--- src/rtl/oqpsk_pkg.sv ---
// Shared types and constants for the OQPSK bit source.
//   state_e        : bit source FSM states
//   BYTE_W         : width of a host byte / shift register
//   PRBS_*         : PRBS7 (x^7 + x^6 + 1) width, feedback taps, default seed
package oqpsk_pkg;

  localparam int unsigned BYTE_W     = 8;
  localparam int unsigned CNT_W      = 3;
  localparam int unsigned PRBS_W     = 7;
  localparam int unsigned PRBS_TAP_A = 6;
  localparam int unsigned PRBS_TAP_B = 5;

  localparam logic [PRBS_W-1:0] PRBS_SEED_DEFAULT = 7'h7F;

  typedef enum logic [1:0] {
    ST_IDLE  = 2'd0,
    ST_LOAD  = 2'd1,
    ST_SHIFT = 2'd2,
    ST_PRBS  = 2'd3
  } state_e;

endpackage

--- src/rtl/oqpsk_byte_fifo.sv ---
// Synchronous byte FIFO with first-word-fall-through read data.
//   clk, rst_n : clock, asynchronous active-low reset
//   push, din  : write strobe and byte (ignored while full)
//   pop        : consume the head byte (ignored while empty)
//   dout       : head byte, valid whenever !empty
//   full/empty : decoded from the registered occupancy
//   level      : occupancy, 0..DEPTH
module oqpsk_byte_fifo
  import oqpsk_pkg::*;
#(
  parameter int unsigned DEPTH = 8
) (
  input  logic                    clk,
  input  logic                    rst_n,
  input  logic                    push,
  input  logic                    pop,
  input  logic [BYTE_W-1:0]       din,
  output logic [BYTE_W-1:0]       dout,
  output logic                    full,
  output logic                    empty,
  output logic [$clog2(DEPTH):0]  level
);

  localparam int unsigned AW = $clog2(DEPTH);
  localparam int unsigned LW = AW + 1;

  logic [BYTE_W-1:0] mem_q [DEPTH];
  logic [AW-1:0]     wr_ptr_q, wr_ptr_d;
  logic [AW-1:0]     rd_ptr_q, rd_ptr_d;
  logic [LW-1:0]     level_q, level_d;
  logic              do_push, do_pop;

  // Pointer and occupancy update; power-of-2 depth lets pointers wrap naturally.
  always_comb begin
    do_push  = push & ~full;
    do_pop   = pop & ~empty;
    wr_ptr_d = wr_ptr_q + AW'(do_push);
    rd_ptr_d = rd_ptr_q + AW'(do_pop);
    level_d  = level_q + LW'(do_push) - LW'(do_pop);
  end

  always_ff @(posedge clk or negedge rst_n) begin
    if (!rst_n) begin
      wr_ptr_q <= '0;
      rd_ptr_q <= '0;
      level_q  <= '0;
    end else begin
      wr_ptr_q <= wr_ptr_d;
      rd_ptr_q <= rd_ptr_d;
      level_q  <= level_d;
    end
  end

  // Storage needs no reset; contents are only read once written.
  always_ff @(posedge clk) begin
    if (do_push) begin
      mem_q[wr_ptr_q] <= din;
    end
  end

  assign dout  = mem_q[rd_ptr_q];
  assign full  = (level_q == LW'(DEPTH));
  assign empty = (level_q == '0);
  assign level = level_q;

endmodule

--- src/rtl/oqpsk_bit_source.sv ---
// Bit feeder for the OQPSK modulator: serialises FIFO bytes MSB-first or
// emits PRBS7, one bit per BIT_REQ strobe.
//   CLK, RST_N          : clock, asynchronous active-low reset
//   WR_VALID/WR_DATA    : host byte write; WR_READY = FIFO not full
//   MODE                : 0 = FIFO data, 1 = PRBS7 (sampled in IDLE only)
//   START               : run request level
//   BIT_REQ             : modulator strobe for the next bit
//   BIT_OUT/EN_OUT      : registered bit and its qualifier
//   UNDERFLOW           : sticky, FIFO ran dry while running
//   BUSY                : FSM not in IDLE
//   LEVEL               : FIFO occupancy
module oqpsk_bit_source
  import oqpsk_pkg::*;
#(
  parameter int unsigned        DEPTH     = 8,
  parameter logic [PRBS_W-1:0]  PRBS_SEED = PRBS_SEED_DEFAULT
) (
  input  logic                    CLK,
  input  logic                    RST_N,
  input  logic                    WR_VALID,
  input  logic [BYTE_W-1:0]       WR_DATA,
  output logic                    WR_READY,
  input  logic                    MODE,
  input  logic                    START,
  input  logic                    BIT_REQ,
  output logic                    BIT_OUT,
  output logic                    EN_OUT,
  output logic                    UNDERFLOW,
  output logic                    BUSY,
  output logic [$clog2(DEPTH):0]  LEVEL
);

  localparam logic [CNT_W-1:0] CNT_LAST = CNT_W'(BYTE_W - 1);

  state_e              state_q, state_d;
  logic [BYTE_W-1:0]   shreg_q, shreg_d;
  logic [CNT_W-1:0]    cnt_q, cnt_d;
  logic [PRBS_W-1:0]   lfsr_q, lfsr_d;
  logic                bit_out_q, bit_out_d;
  logic                en_out_q, en_out_d;
  logic                underflow_q, underflow_d;
  logic                busy_q, busy_d;

  logic                pop_c;
  logic                fifo_full, fifo_empty;
  logic [BYTE_W-1:0]   fifo_dout;

  oqpsk_byte_fifo #(
    .DEPTH (DEPTH)
  ) u_fifo (
    .clk   (CLK),
    .rst_n (RST_N),
    .push  (WR_VALID & ~fifo_full),
    .pop   (pop_c),
    .din   (WR_DATA),
    .dout  (fifo_dout),
    .full  (fifo_full),
    .empty (fifo_empty),
    .level (LEVEL)
  );

  // Next-state, datapath and registered-output decode.
  always_comb begin
    state_d     = state_q;
    shreg_d     = shreg_q;
    cnt_d       = cnt_q;
    lfsr_d      = lfsr_q;
    underflow_d = underflow_q;
    pop_c       = 1'b0;

    case (state_q)
      ST_IDLE: begin
        if (START) begin
          if (MODE) begin
            state_d     = ST_PRBS;
            underflow_d = 1'b0;
          end else if (!fifo_empty) begin
            state_d     = ST_LOAD;
            underflow_d = 1'b0;
          end
        end
      end
      ST_LOAD: begin
        pop_c   = 1'b1;
        shreg_d = fifo_dout;
        cnt_d   = '0;
        state_d = ST_SHIFT;
      end
      ST_SHIFT: begin
        if (BIT_REQ) begin
          if (cnt_q != CNT_LAST) begin
            shreg_d = {shreg_q[BYTE_W-2:0], 1'b0};
            cnt_d   = cnt_q + CNT_W'(1);
          end else if (!START) begin
            state_d = ST_IDLE;
          end else if (!fifo_empty) begin
            // Back-to-back byte: reload straight from the FIFO head, no bubble.
            pop_c   = 1'b1;
            shreg_d = fifo_dout;
            cnt_d   = '0;
          end else begin
            underflow_d = 1'b1;
            state_d     = ST_IDLE;
          end
        end
      end
      ST_PRBS: begin
        if (BIT_REQ) begin
          lfsr_d = {lfsr_q[PRBS_W-2:0], lfsr_q[PRBS_TAP_A] ^ lfsr_q[PRBS_TAP_B]};
        end
        if (!START) begin
          state_d = ST_IDLE;
        end
      end
      default: state_d = ST_IDLE;
    endcase

    // Outputs follow the next state so EN_OUT drops on the edge entering IDLE.
    en_out_d  = (state_d == ST_SHIFT) || (state_d == ST_PRBS);
    busy_d    = (state_d != ST_IDLE);
    bit_out_d = 1'b0;
    if (state_d == ST_SHIFT) begin
      bit_out_d = shreg_d[BYTE_W-1];
    end else if (state_d == ST_PRBS) begin
      bit_out_d = lfsr_d[PRBS_W-1];
    end
  end

  always_ff @(posedge CLK or negedge RST_N) begin
    if (!RST_N) begin
      state_q     <= ST_IDLE;
      shreg_q     <= '0;
      cnt_q       <= '0;
      lfsr_q      <= PRBS_SEED;
      bit_out_q   <= 1'b0;
      en_out_q    <= 1'b0;
      underflow_q <= 1'b0;
      busy_q      <= 1'b0;
    end else begin
      state_q     <= state_d;
      shreg_q     <= shreg_d;
      cnt_q       <= cnt_d;
      lfsr_q      <= lfsr_d;
      bit_out_q   <= bit_out_d;
      en_out_q    <= en_out_d;
      underflow_q <= underflow_d;
      busy_q      <= busy_d;
    end
  end

  assign WR_READY  = ~fifo_full;
  assign BIT_OUT   = bit_out_q;
  assign EN_OUT    = en_out_q;
  assign UNDERFLOW = underflow_q;
  assign BUSY      = busy_q;

endmodule

--- config.mk ---
export PLATFORM = sky130hd
export DESIGN_NAME = oqpsk_bit_source
export DESIGN_NICKNAME = d
export VERILOG_FILES = /design/src/rtl/oqpsk_pkg.sv /design/src/rtl/oqpsk_byte_fifo.sv /design/src/rtl/oqpsk_bit_source.sv
export SDC_FILE = /design/constraint.sdc
export NUM_CORES = 1
export LEC_CHECK = 0
export ABC_AREA = 1
export BUFFER_PORTS_ARGS = -buffer_cell sky130_fd_sc_hd__buf_2
export CAP_MARGIN = 5
export CORE_ASPECT_RATIO = 2
export CORE_MARGIN = 5
export CORE_UTILIZATION = 65
export CTS_BUF_LIST = sky130_fd_sc_hd__clkbuf_8
export DETAILED_ROUTE_END_ITERATION = 6
export PLACE_DENSITY = 0.84
export SYNTH_ARGS = -nofsm -noshare
export SYNTH_HDL_FRONTEND = slang
export SYNTH_HIERARCHICAL = 1
export SYNTH_SLANG_ARGS = --single-unit
--- constraint.sdc ---
create_clock -name CLK -period 4.1 [get_ports CLK]
set_clock_uncertainty 0.2 [all_clocks]
set_input_delay 0.615 -clock CLK [delete_from_list [all_inputs] [get_ports CLK]]
set_output_delay 0.615 -clock CLK [all_outputs]
set_load 0.03 [all_outputs]
=== Yosys cells after proc, flatten, opt, wreduce, memory -nomap -nowiden ===
Memory sizes are Yosys's and may differ from the RTL's.
Cells that the tools add are included.

* Register bits after elaboration: 34
* Memory bits (writable): 64
* Bits of input ports: 14
* Output and inout bits: 9
* Logic and storage cells: 87
* Memories kept: 1

{| class="wikitable"
|+ Memory list
! memory !! depth !! bits a word !! rd ports !! clocked after Yosys merged registers in !! wr ports !! line !! RTL
|-
| u_fifo.mem_q || 8 || 8 || 1 || 0 || 1 || oqpsk_byte_fifo.sv:27 || <nowiki>logic [BYTE_W-1:0] mem_q [DEPTH];</nowiki>
|}

* Add/subtract/negate cells: 5
* Equal/unequal tests: 15
* Multiplexer cells: 38
* Bitwise logic cells: 6
* Reduce and logical (&&, ||, !) cells: 9

{| class="wikitable"
|+ Operators with widths
! kind !! count
|-
| two-way mux 8 bit || 4
|-
| two-way mux 2 bit || 8
|-
| one-hot mux 8 bit (2 select lines) || 1
|-
| two-way mux 1 bit || 15
|-
| two-way mux 7 bit || 2
|-
| two-way mux 3 bit || 4
|-
| inequality test 3 bit (second input constant) || 4
|-
| inequality test 2 bit (second input constant) || 5
|-
| == test 2 bit (second input constant) || 4
|-
| one-hot mux 2 bit (4 select lines) || 1
|-
| AND reduction 7 bit || 1
|-
| adder 3 x 1 -> 3 bit || 2
|-
| one-hot mux 3 bit (2 select lines) || 1
|-
| nonzero test 2 bit || 3
|-
| adder 4 x 1 -> 4 bit || 1
|-
| == test 4 bit (second input constant) || 1
|-
| zero test 4 bit || 1
|-
| one-hot mux 1 bit (2 select lines) || 2
|-
| AND reduction 4 bit || 1
|-
| subtractor 4 x 1 -> 4 bit || 1
|-
| adder 3 x 1 -> 3 bit (second input constant) || 1
|-
| AND 1 bit || 3
|-
| == test 2 x 1 -> 1 bit (second input constant) || 1
|-
| zero test 2 bit || 1
|-
| other kinds (4) || 5
|}

=== Depth between registers and ports, before layout ===
* Word-level depth: 9
* Gate-level depth with buffers: 17

=== Cells and area by module ===
The synthesis kept the hierarchy.

{| class="wikitable"
|+ By module, submodules not included
! module !! instances !! cells an instance !! area each (um2)
|-
| oqpsk_byte_fifo || 1 || 337 || 3430.8
|-
| oqpsk_bit_source || 1 || 147 || 1253.7
|}

=== Worst setup path before layout ===
Ideal clock, no wire load.

* Path kind: register to register
* From: register u_fifo.level_q[2], in the netlist u_fifo/level[2]
* To: register u_fifo.level_q[2], in the netlist u_fifo/level[2]
* Library setup time: 0.124 ns
* Data arrival time: 2.518 ns
* Data required time: 3.776 ns
* Path slack: 1.258 ns
* Cell stages (with the launch flop): 17
* Buffers on the path: 0
* Cells stage by stage: dfrtp_1 -> inv_1 -> ha_1 -> inv_1 -> nor2_1 -> inv_1 -> nand3_2 -> o21ai_4 -> inv_2 -> nor2_2 -> inv_1 -> nor2_1 -> ha_1 -> inv_1 -> ha_1 -> fa_1 -> xor2_1

* Cells in the longest elaborated chain, start to end: 8
* Elaborated cells on any way between the ends: 14
* Classes of those cells: add/sub: 2; eq/ne: 1; mux: 5; bitwise: 5; reduce/logical: 1

{| class="wikitable"
|+ Ends and longest elaborated chain
! element !! line !! RTL
|-
| from (decl) || oqpsk_byte_fifo.sv:30 || <nowiki>logic [LW-1:0] level_q, level_d;</nowiki>
|-
| from (signal assigned) || oqpsk_byte_fifo.sv:50 || <nowiki>level_q <= level_d;</nowiki>
|-
| zero test 4 bit || oqpsk_byte_fifo.sv:63 || <nowiki>assign empty = (level_q == '0);</nowiki>
|-
| via fifo_empty || oqpsk_bit_source.sv:45 || <nowiki>logic fifo_full, fifo_empty;</nowiki>
|-
| two-way mux 1 bit || oqpsk_bit_source.sv:96 || <nowiki>end else if (!fifo_empty) begin</nowiki>
|-
| two-way mux 1 bit || oqpsk_bit_source.sv:94 || <nowiki>end else if (!START) begin</nowiki>
|-
| two-way mux 1 bit || oqpsk_bit_source.sv:91 || <nowiki>if (cnt_q != CNT_LAST) begin</nowiki>
|-
| two-way mux 1 bit || oqpsk_bit_source.sv:90 || <nowiki>if (BIT_REQ) begin</nowiki>
|-
| one-hot mux 1 bit (2 select lines) || oqpsk_bit_source.sv:71 || <nowiki>case (state_q)</nowiki>
|-
| via pop_c || oqpsk_bit_source.sv:44 || <nowiki>logic pop_c;</nowiki>
|-
| AND 1 bit || oqpsk_byte_fifo.sv:36 || <nowiki>do_pop = pop & ~empty;</nowiki>
|-
| subtractor 4 x 1 -> 4 bit || oqpsk_byte_fifo.sv:39 || <nowiki>level_d = level_q + LW'(do_push) - LW'(do_pop);</nowiki>
|-
| via u_fifo.level_d[2] || oqpsk_byte_fifo.sv:30 ||
|}

The timed path passes the listed nets, and every way through them passes these cells.
A chain may end at the register's enable or synchronous reset.

=== Worst setup path after layout ===
Same ends and word-level chain as after synthesis.

==> impl_metrics.toml <==
[pwr]
power.density_nw_per_um2 = 712.0
p_clk_frac = 0.170
cellLeakagePower_uw = 0.002462
p_sw_uw = 1484
p_sw_frac = 0.4123
pwr-share-comb = 0.411
vdd_drop_max_mv = 0.4938
seqPwrFrac = 0.419
internal-power_uw = 2114

[sta]
tns_ns = 0
worst_pin_slew_ns = 0.7598
period_needed_ns = 2.944
rsz0062_at_grt = "false"
fmax_mhz = 339.7
finalHoldWorstSlack_ns = 0.1081
final-setup-viol-count = 0
final_hold_viol_count = 0
slew_viol_final = 0
fin_crit_sh = 0.7180
slew_headroom = 0.4934

[detailed_routing]
wire_per_inst_um = 14.94
drtIter0Drc = 109
via_per_inst = 5.183
num_vias = 3151
drt.antenna.violating_nets = 0
drc = 0
wl_mm = 9.086
first_pass_iters = 4

[synth]
yosysSeqAreaShare = 0.5938
async_reset_ff_frac = 0.3469
synth.avg_cell_area_um2 = 9.679
synth_ff_type = "edfxtp_1"
yosys_warnings = 6
synth_fp_nets = 515
synth-edff-count = 64
synth_cell_type_count = 30
ys_ff_latch = 98
synthCells = 484
synth_area_um2 = 4684

[placed_design]
dp_hpwl_mm = 6.494
gp_congestion = 0.9744
dp.cells = 592
io_buffer_count = 22

[finish]
fill_cells = 549
drive_gt1_frac = 0.1506
multi_input_comb_area_um2 = 1398
nets = 544
n_antenna_cell = 0
seq_area_um2 = 2781
fin_cells = 608
area_delta_synth_final_pct = 7.879

[floorplanning]
chipWidth_um = 70.03
start_util = 0.6698
fp.dieArea_um2 = 9108
die_h_um = 130.1
pin_count = 23
core-area_um2 = 6994
rows = 43

[clocking]
cts_resized = 0
root_buffer = "clkbuf_8"
cts-buffers-inserted = 9
ctsHoldBuffers = 0
clock-sinks = 98
clk_pin_slew_ns = 0.09
htree_levels = 3
cts_setup_buffers = 0
clk_latency_ns = 0.37
cts_buffer_depth = 2
cts_tree = "built"

[worst_setup_path]
worstPathArrival_ns = 3.00
r2r_slack_ns = 1.16
start_kind = "flip-flop"
reg2reg_depth = 16
cp.required_ns = 4.16
critPathKind = "flip-flop to flip-flop"
startpoint = "u_fifo/level[2]$_DFF_PN0_"
endpoint = "u_fifo/level[2]$_DFF_PN0_"
r2r_end = "u_fifo/level[2]$_DFF_PN0_"
reg2reg_from = "u_fifo/level[2]$_DFF_PN0_"
end_kind = "flip-flop"
worstPathMaxFanout = 7

[global_routing]
grt_pass1_wl_mm = 15.18
grt_pass1_vias = 3255
grt_max_degree = 35
grt-ovfl-total = 0
grt_antenna_before_repair = 0
grt_usage = 0.2202

[outcome]
status = "finished, final reports clean"

[min_path]
hold_path_class = "input pin to async pin"

[job]
cap_viol_max_count = 0
==> routing by layer <==
layer	share of wire	wire (µm)	global-route usage
met5	0	0	0
met3	0.038	341	0.05089
met1	0.36	3256	0.2209
met4	0.040	364	0.1264
met2	0.56	5124	0.4105
==> registers in the layout, indices dropped and copies added (netlist names) <==
register / flops
UNDERFLOW: 1
cnt_q: 3
BIT_OUT: 1
u_fifo/rd_ptr_q: 3
lfsr_q: 7
BUSY: 1
EN_OUT: 1
u_fifo/mem_q: 64
u_fifo/wr_ptr_q: 3
shreg_q: 8
state_q: 2
u_fifo/level: 4
==> critical path, cell delays in order (launching register included) <==
cell	delay (ns)
dfrtp_1	0.36
inv_1	0.08
ha_1	0.21
inv_1	0.06
nor2_1	0.06
inv_1	0.15
nand3_2	0.13
o21ai_4	0.25
inv_2	0.05
nor2_2	0.10
inv_1	0.05
nor2_1	0.16
ha_1	0.16
inv_1	0.04
ha_1	0.20
fa_1	0.38
xor2_1	0.18
==> layout by cell type, fill, tap and decap left out, types with 2 or more instances in the layout <==
| master | n |
|---|---|
| buf_4 | 9 |
| xor2_1 | 4 |
| ha_1 | 16 |
| dfstp_2 | 7 |
| nor2_2 | 2 |
| o21ai_1 | 9 |
| o21ai_0 | 7 |
| nor2_1 | 10 |
| nand2_1 | 138 |
| edfxtp_1 | 64 |
| nand3_1 | 40 |
| a22oi_1 | 6 |
| buf_2 | 22 |
| nand2_2 | 12 |
| dfrtp_1 | 27 |
| a21oi_1 | 7 |
| clkbuf_8 | 10 |
| mux2_2 | 3 |
| inv_1 | 100 |
| inv_4 | 2 |
| nor3_1 | 9 |
| inv_2 | 4 |
==> cell type report <==
cell class,instances,share of cell area
Clock buffer,10,0.02723
Clock inverter,6,0.01139
Timing Repair Buffer,31,0.03516
Inverter,103,0.07700
Sequential cell,98,0.5504
Multi-Input combinational cell,270,0.2766
Tap cell,90,0.02228
==> power groups by stage <==
stage | Combinational (µW) | Clock [µW] | Sequential, µW
6_report | 1480 | 613 | 1510
5_1_grt | 1700 | 661 | 1530
4_1_cts | 1490 | 629 | 1510
3_5_place_dp | 1480 | 0 | 1530
3_3_place_gp | 1420 | 0 | 1510
2_1_floorplan | 1140 | 0 | 1530
==> through the flow <==
stage | setup WS (ns) | total power (µW) | instance area (µm²) | utilization
after floorplan | 1.258 | 2665 | 4684 | -
after global placement | 1.288 | 2931 | 4858 | 0.6946
after detailed placement | 1.172 | 3008 | 4858 | 0.6946
after CTS | 1.145 | 3627 | 5054 | 0.7225
after global routing | 0.9701 | 3891 | 5054 | 0.7225
final | 1.156 | 3598 | 5054 | 0.7225
==> worst min-delay path by stage <==
| stage | startpoint | endpoint | slack [ns] | cells after the start |
|---|---|---|---|---|
| finish | RST_N | cnt_q[0]$_DFFE_PN0P_ | 0.11 | 1 |
| global route | RST_N | cnt_q[0]$_DFFE_PN0P_ | 0.16 | 1 |
| CTS | RST_N | UNDERFLOW$_DFFE_PN0P_ | 0.11 | 1 |
| detailed placement | lfsr_q[4]$_DFFE_PN1P_ | lfsr_q[4]$_DFFE_PN1P_ | 0.27 | 2 |
| global placement | lfsr_q[4]$_DFFE_PN1P_ | lfsr_q[4]$_DFFE_PN1P_ | 0.26 | 2 |
| floorplan | RST_N | BIT_OUT$_DFF_PN0_ | 0.12 | 0 |
==> cell usage after synthesis (2+ instances only) <==
master,number,area share
buf_2,3,0.0032
inv_1,98,0.079
dfrtp_1,27,0.14
nor2_2,2,0.0027
o21ai_0,7,0.0075
edfxtp_1,64,0.41
nand2_2,12,0.016
xor2_1,4,0.0075
nand3_1,40,0.043
o21ai_1,9,0.0096
buf_4,4,0.0064
a22oi_1,6,0.0096
dfstp_2,7,0.039
a21oi_1,7,0.0075
nand2_1,138,0.11
buf_6,5,0.012
mux2_2,3,0.0072
inv_2,4,0.0032
nor2_1,10,0.0080
nor3_1,9,0.0096
ha_1,16,0.043
==> logic make-up (layout without fill, tap and decap cells) <==
kind of cell,Yosys count,in the layout,share of synthesized area
adder cells (fa/ha/maj),17,17,0.04701
multiplexers,3,3,0.007211
AO/OA/AOI/OAI,33,33,0.04300
XOR/XNOR,5,5,0.009348
flip-flops,98,98,0.5938
buffers and inverters,116,150,0.1079
AND/OR/NAND/NOR,212,212,0.1918
Note: power is estimated with default switching activity, not from simulation.
